### config.mk
export PLATFORM = sky130hd
export DESIGN_NAME = inv_mix_columns_seq
export DESIGN_NICKNAME = d
export VERILOG_FILES = /design/src/rtl/inv_mix_columns_seq.sv
export SDC_FILE = /design/constraint.sdc
export NUM_CORES = 1
export LEC_CHECK = 0
export CAP_MARGIN = 10
export CORE_MARGIN = 1.5
export CORE_UTILIZATION = 34
export CTS_CLUSTER_SIZE = 12
export DETAILED_ROUTE_END_ITERATION = 6
export DONT_BUFFER_PORTS = 1
export GPL_TIMING_DRIVEN = 0
export MAX_ROUTING_LAYER = met4
export SLEW_MARGIN = 40
export SYNTH_ARGS = -nofsm -noshare
export SYNTH_HDL_FRONTEND = slang
export SYNTH_SLANG_ARGS = --single-unit
### constraint.sdc
create_clock -name clk -period 7.2 [get_ports clk]
set_clock_uncertainty 0.2 [all_clocks]
set_input_delay 1.08 -clock clk [delete_from_list [all_inputs] [get_ports clk]]
set_output_delay 1.08 -clock clk [all_outputs]
set_load 0.005 [all_outputs]
### src/rtl/inv_mix_columns_seq.sv
// Sequential AES InvMixColumns: transforms a 128-bit state a few columns per cycle,
// with a valid/ready handshake on both sides and a bypass for the final decrypt round.
module inv_mix_columns_seq #(
  parameter int unsigned COLS_PER_CYCLE = 1
) (
  input  logic         clk,
  input  logic         rst,
  input  logic         in_valid,
  output logic         in_ready,
  input  logic [127:0] state_in,
  input  logic         bypass,
  output logic         out_valid,
  input  logic         out_ready,
  output logic [127:0] state_out
);

  localparam int unsigned SW   = 128;
  localparam int unsigned CW   = 32;
  localparam int unsigned NCOL = 4;
  localparam int unsigned CNTW = 2;

  generate
    if (!(COLS_PER_CYCLE == 1 || COLS_PER_CYCLE == 2 || COLS_PER_CYCLE == 4)) begin : g_bad_cpc
      $error("inv_mix_columns_seq: COLS_PER_CYCLE must be 1, 2 or 4");
    end
  endgenerate

  typedef enum logic [1:0] {
    S_IDLE = 2'd0,
    S_BUSY = 2'd1,
    S_DONE = 2'd2
  } state_t;

  state_t            r_state;
  state_t            w_state_nxt;
  logic [SW-1:0]     r_work;
  logic [CNTW-1:0]   r_col;
  logic              r_bypass;
  logic              r_in_ready;
  logic              r_out_valid;
  logic [SW-1:0]     w_work_nxt;
  logic              w_last;
  logic [CW-1:0]     w_cols      [NCOL];
  logic [CW-1:0]     w_next_cols [NCOL];

  // Multiply by 02 in GF(2^8) modulo x^8+x^4+x^3+x+1.
  function automatic logic [7:0] xtime(input logic [7:0] a);
    return {a[6:0], 1'b0} ^ (a[7] ? 8'h1b : 8'h00);
  endfunction

  // One InvMixColumns column; 09/0B/0D/0E built from the x2/x4/x8 xtime chain.
  function automatic logic [CW-1:0] inv_mix_col(input logic [CW-1:0] c);
    logic [7:0] a [4];
    logic [7:0] x2 [4];
    logic [7:0] x4 [4];
    logic [7:0] x8 [4];
    logic [7:0] m9 [4];
    logic [7:0] mb [4];
    logic [7:0] md [4];
    logic [7:0] me [4];
    for (int i = 0; i < 4; i++) begin
      a[i]  = c[CW-1-8*i -: 8];
      x2[i] = xtime(a[i]);
      x4[i] = xtime(x2[i]);
      x8[i] = xtime(x4[i]);
      m9[i] = x8[i] ^ a[i];
      mb[i] = x8[i] ^ x2[i] ^ a[i];
      md[i] = x8[i] ^ x4[i] ^ a[i];
      me[i] = x8[i] ^ x4[i] ^ x2[i];
    end
    return {me[0] ^ mb[1] ^ md[2] ^ m9[3],
            m9[0] ^ me[1] ^ mb[2] ^ md[3],
            md[0] ^ m9[1] ^ me[2] ^ mb[3],
            mb[0] ^ md[1] ^ m9[2] ^ me[3]};
  endfunction

  // Replace the columns selected by the counter with their transformed value.
  always_comb begin
    for (int c = 0; c < NCOL; c++) begin
      w_cols[c] = r_work[SW-1-CW*c -: CW];
    end
    for (int c = 0; c < NCOL; c++) begin
      w_next_cols[c] = w_cols[c];
    end
    for (int k = 0; k < COLS_PER_CYCLE; k++) begin
      w_next_cols[r_col + CNTW'(k)] = inv_mix_col(w_cols[r_col + CNTW'(k)]);
    end
    w_work_nxt = {w_next_cols[0], w_next_cols[1], w_next_cols[2], w_next_cols[3]};
    w_last     = (r_col + CNTW'(COLS_PER_CYCLE - 1)) == CNTW'(NCOL - 1);
  end

  // Next-state logic.
  always_comb begin
    w_state_nxt = r_state;
    case (r_state)
      S_IDLE: if (in_valid) w_state_nxt = bypass ? S_DONE : S_BUSY;
      S_BUSY: if (w_last) w_state_nxt = S_DONE;
      S_DONE: if (out_ready) w_state_nxt = S_IDLE;
      default: w_state_nxt = S_IDLE;
    endcase
  end

  always_ff @(posedge clk) begin
    if (rst) begin
      r_state     <= S_IDLE;
      r_in_ready  <= 1'b1;
      r_out_valid <= 1'b0;
    end else begin
      r_state     <= w_state_nxt;
      r_in_ready  <= (w_state_nxt == S_IDLE);
      r_out_valid <= (w_state_nxt == S_DONE);
    end
  end

  // Working register doubles as the output register.
  always_ff @(posedge clk) begin
    if (rst) begin
      r_work   <= '0;
      r_col    <= '0;
      r_bypass <= 1'b0;
    end else begin
      case (r_state)
        S_IDLE: begin
          if (in_valid) begin
            r_work   <= state_in;
            r_bypass <= bypass;
            r_col    <= '0;
          end
        end
        S_BUSY: begin
          if (!r_bypass) begin
            r_work <= w_work_nxt;
            r_col  <= r_col + CNTW'(COLS_PER_CYCLE);
          end
        end
        default: ;
      endcase
    end
  end

  assign in_ready  = r_in_ready;
  assign out_valid = r_out_valid;
  assign state_out = r_work;

endmodule
==> metrics, run 1 <==
status completed; top cells by area, synth dfxtp_1 (32%), xnor2_1 (12%), a211oi_1 (11%), mux4_2 (8.5%), o22ai_1 (6.8%); first-pass GRT wire length 55080 um; via count 7738; worst skew pair latency 440 ps; die width 161.0 um; Peak VDD IR 0.0002947 V; root buf cell clkbuf_16; share of cells above drive strength 1 12.02%; WS Path Type flop to flop; DR DRC count 0; Detailed Route WL 39310 um; final hold vios 0; antenna violations before repair 0; Die Height 161.0 um; Final Util 39.00%; Synth Warn # 0; final worst path period need 4490 ps; Max-cap violations 0; setup ws final 2710 ps; GRT overflow 0; Avg WL per Cell 32.60 um; Gate power share 63.4%; NetSw 2.399 mW; antenna diode count 0; post-synth top area share 31.84%; cts bufs inserted 17; Mapped Nets 987; CP endpoint kind flop; Rows 57; core area 24390 sq um; DR vias/cell 6.416; largest net degree at the start of global routing 17; Layout area overhead 12.06%; cell-internal power 2.839 mW; Post-synth ARST share 0%; Yosys reg bits 135; Switching Fraction 45.80%; GPL Wtd Cong 1.014; initial DRC count 853; Antenna Nets Post-Route 0; num ports 263; H-tree Lvls 4; top cell type by total area after synthesis dfxtp_1; PD cells 550.7 nW/um^2; Critical Path AT 4640 ps; Register-to-Register Setup Slack 2710 ps; TritonRoute pass-1 iters 5; vias in the first global route 7740; register area share after synthesis 31.84%; die outline area 25920 sq um; final cycle utilization of the critical path 62.36%; Hold Buf Count CTS 0; CTS resizes 0; count of cell types in the netlist 34; dpl hpwl 30010 um; starting density of the core 34.80%; CTS tree yes; number of synthesized flops with an enable pin 0; Post-CTS Setup Inserts 0; Fill cells 2447; Sequential Power Share 18.8%; Clock Tree Buf Depth 2; Final Setup Violations 0; WP data required 7350 ps; most frequent cell after synthesis dfxtp_1; Nets 1006; worst slack, placed 2855 ps; TritonCTS sink count 135; Total GRT Usage 30.67%; Rel. slew slack 37.59%; # port buffers 0; Syn Std Cell Area 8488 sq um; critical path peak fanout 10; Top FF cell, synth dfxtp_1; measured slew at the worst slew-check pin 936.2 ps; total leakage power 3.374 nW; top cells by count, synth dfxtp_1 (135), a211oi_1 (124), nor2_1 (115), xnor2_1 (112), o22ai_1 (92); power share of the clock group 17.8%; RSZ-0062 raised after global routing false; cells after synthesis 850; mean post-synth cell area 9.986 sq um; WHS 339.0 ps; Sum Neg Setup Slack 0 ps; min-delay worst type flop to flop; fmax 0.2227 GHz; clock slew at reported path FFs 70 ps; Slew Limit Fails 0; Startpoint Class flop
## area by class of cell
cell class / count / area, sq um / area share, %
plain buffers: 82 / 392.9 / 4.130
multi-input cells: 631 / 5390 / 56.67
inverters: 2 / 7.507 / 0.07893
clock buffers: 19 / 442.9 / 4.657
clock inverters: 13 / 170.2 / 1.789
flip-flops and latches: 135 / 2703 / 28.41
well taps: 324 / 405.4 / 4.262
## path summary, 6_finish.rpt
path	start	end	cells after the start
min	state_out[17]	state_out[17]	2
max reg2reg	r_col[1]	state_out[61]	11
max	r_col[1]	state_out[61]	11
min reg2reg	state_out[17]	state_out[17]	2
## state kept, by name (all words and copies together) (netlist names)
signal     flops
in_ready       1
r_bypass       1
r_col          2
out_valid      1
state_out    128
r_state        2
## kinds of logic after synthesis
group	share of synthesized area (%)
AND/OR/NAND/NOR	7.532
buffers and inverters	4.658
flip-flops	31.84
XOR/XNOR	24.81
AO/OA/AOI/OAI	21.96
adder cells (fa/ha/maj)	0.5896
multiplexers	8.608
## power by group through the flow
stage                     combinational, mW  sequential (mW)  clock [mW]
final                                  3.32            0.984       0.934
after global routing                   3.43            0.990       0.959
after CTS                              3.24            0.979       0.926
after detailed placement               3.22            0.995           0
after global placement                 3.22            0.993           0
after floorplan                        2.38            0.943           0
## stage by stage
stage / power (mW) / cells / instance area, sq um
final: 5.238 / 1206 / 9512
after global routing: 5.374 / 1206 / 9512
after detailed placement: 4.218 / 1174 / 8896
after floorplan: 3.320 / 850 / 8488
after global placement: 4.210 / 1174 / 8894
after CTS: 5.146 / 1206 / 9509
## worst max-delay path, cell delays in order (launching register included)
cell	delay (ps)
dfxtp_1	360
buf_4	240
buf_4	290
buf_6	240
buf_2	390
mux4_2	470
xor2_1	190
xnor2_1	480
xnor3_1	440
xor2_1	620
o22ai_1	180
a211oi_1	260
## routing by layer
metal | wire [um] | GRT usage, %
met1 | 14500 | 34.94
met2 | 18550 | 48.16
met3 | 4013 | 9.682
met4 | 2240 | 16.41
met5 | 0 | -
## placed cells by master, fill, tap and decap left out, types with 5 or more instances in the layout
| master | n |
|---|---|
| mux4_2 | 32 |
| xnor2_2 | 14 |
| o22ai_1 | 92 |
| xor2_1 | 28 |
| xnor2_1 | 112 |
| nor2_1 | 115 |
| nor3_2 | 5 |
| dfxtp_1 | 135 |
| o2bb2ai_1 | 8 |
| a211oi_1 | 124 |
| nand2_1 | 12 |
| clkbuf_16 | 17 |
| a2bb2oi_1 | 28 |
| a21oi_1 | 7 |
| clkbuf_1 | 60 |
| xnor3_1 | 21 |
| buf_6 | 5 |
Note: power is estimated with default switching activity, not from simulation.
==> run 2, diff against run 1 <==
clock period = 4.6 ns   (was 7.2 ns; I/O delays follow)
==> results of run 2 <==
Same layout as run 1 (identical final DEF). Status: completed.
Among the figures that moved: setup slack after placement 2855 ps -> 255.3 ps; setup slack after layout 2710 ps -> 109.9 ps; hold slack 339.0 ps -> 233.4 ps; register-to-register setup slack 2710 ps -> 110 ps; end point of the worst hold path state_out[17] -> r_bypass; total power 5.238 mW -> 8.198 mW; worst IR drop on VDD 0.0002947 V -> 0.0004612 V
==> run 3, diff against run 2 <==
CAP_MARGIN = 30   (was 10)
CORE_ASPECT_RATIO = 1.2   (was default)
==> metrics, run 3 (same netlist as run 1, synthesis figures left out) <==
Placed Cells 1175; min-delay worst type input pin to flop; antenna violations before repair 2; DR vias/cell 6.579; Startpoint Class flop; root buf cell clkbuf_16; DR DRC count 0; Avg WL per Cell 33.56 um; Critical Path AT 4610 ps; WHS Endpoint r_bypass; CTS resizes 0; max reg flops 128; total leakage power 3.402 nW; Layout area overhead 12.74%; Post-CTS Setup Inserts 0; starting density of the core 34.51%; Nets 1007; CP endpoint kind flop; clock slew at reported path FFs 70 ps; CP top delay family XOR/XNOR gates; CTS tree yes; Peak VDD IR 0.0004341 V; met3 Use GR 9.535%; Register-to-Register Setup Slack 130 ps; GPL Wtd Cong 0.9617; Final Setup Violations 0; largest net degree at the start of global routing 17; Max-cap violations 0; Hold Path Depth 2; reg2reg start r_col[1]; dpl hpwl 31040 um; most used routing layer met2; worst r2r dst state_out[115]; RSZ-0062 raised after global routing false; met1 usage 34.69%; critical path peak fanout 10; # port buffers 0; die width 147.2 um; most common cell after layout, fill and taps aside dfxtp_1; final worst path period need 4473 ps; hold_sp bypass; fmax 0.2236 GHz; Rel. slew slack 39.12%; Antenna Nets Post-Route 0; WP data required 4740 ps; Hold Buf Count CTS 0; TritonRoute pass-1 iters 5; Rows 63; crit-path max cell delay 550 ps; Reg2Reg Depth 11; Die Height 176.1 um; core area 24590 sq um; measured slew at the worst slew-check pin 913.2 ps; final cycle utilization of the critical path 97.23%; Finished Layout Cells 1210; initial DRC count 822; status completed; WS Path Type flop to flop; TritonCTS sink count 135; num ports 263; die outline area 25930 sq um; H-tree Lvls 4; final hold vios 0; commonest non-fill, non-tap cells in the layout dfxtp_1 (135), a211oi_1 (124), nor2_1 (115); Detailed Route WL 40610 um; vias in the first global route 7890; Sum Neg Setup Slack 0 ps; met2 global-route usage 51.58%; Total GRT Usage 31.88%; cts bufs inserted 17; slowest CP cell xnor2_1; worst path cell trace buf_4, buf_4, buf_6, buf_2, mux4_2, xnor2_2, xnor3_1, xnor2_1, xnor2_1, o22ai_1, a211oi_1; PD cells 866.9 nW/um^2; share of cells above drive strength 1 12.34%; GRT overflow 0; Slew Limit Fails 0; via count 7961; Clock Tree Buf Depth 2; WP buf/inv 4; worst skew pair latency 440 ps; first-pass GRT wire length 56760 um
## run 3: cell count changes in the layout (fill, tap and decap cells not counted), sizes merged
| cell | before | now |
|---|---|---|
| buf | 19 | 20 |
| clkbuf | 82 | 83 |
| bufinv | 3 | 5 |
| diode | 0 | 2 |
| inv | 5 | 2 |
## run 3: report_power, final
group / switching (mW) / internal, mW / total (mW)
combinational: 2.97 / 2.24 / 5.20
sequential: 0.207 / 1.34 / 1.54
clock: 0.574 / 0.975 / 1.55
total: 3.75 / 4.55 / 8.30
## run 3: worst max-delay path by stage
stage	slack (ps)	from	depth (start not counted)	end
2_1_floorplan	1250	r_col[0]	11	state_out[38]
3_5_place_dp	230	r_col[1]	11	state_out[102]
6_report	130	r_col[1]	11	state_out[115]
3_3_place_gp	300	r_col[1]	10	state_out[35]
4_1_cts	230	r_col[1]	11	state_out[102]
5_1_grt	130	r_col[1]	11	state_out[115]
## run 3: metrics by stage
stage / instance area [sq um] / setup WS [ps] / power, mW / hold WS, ps / utilization (%)
after floorplan: 8488 / 1245 / 5.197 / 281.5 / -
after global placement: 8895 / 301.6 / 6.630 / 321.3 / 36.17
after detailed placement: 8909 / 228.2 / 6.618 / 325.5 / 36.22
after CTS: 9555 / 230.9 / 8.160 / 212.3 / 38.85
after global routing: 9569 / 130.5 / 8.513 / 224.8 / 38.91
final: 9569 / 127.5 / 8.296 / 213.9 / 38.91
## run 3: layout make-up
cell class / instances / area (sq um)
Fill cell: 2473 / 15020
Multi-Input combinational cell: 631 / 5398
Sequential cell: 135 / 2703
Clock buffer: 20 / 446.7
Tap cell: 325 / 406.6
Buffer: 82 / 395.4
Clock inverter: 12 / 200.2
Timing Repair Buffer: 1 / 7.507
Inverter: 2 / 7.507
Antenna cell: 2 / 5.005
## run 3: per-layer routing
| layer | wire (um) | part of all wire, % | up-vias |
|---|---|---|---|
| met5 | 0 | 0 | - |
| met4 | 2601 | 6.4 | 0 |
| met3 | 4296 | 11 | 183 |
| met2 | 19530 | 48 | 620 |
| met1 | 14180 | 35 | 3949 |
| li1 | - | - | 3209 |
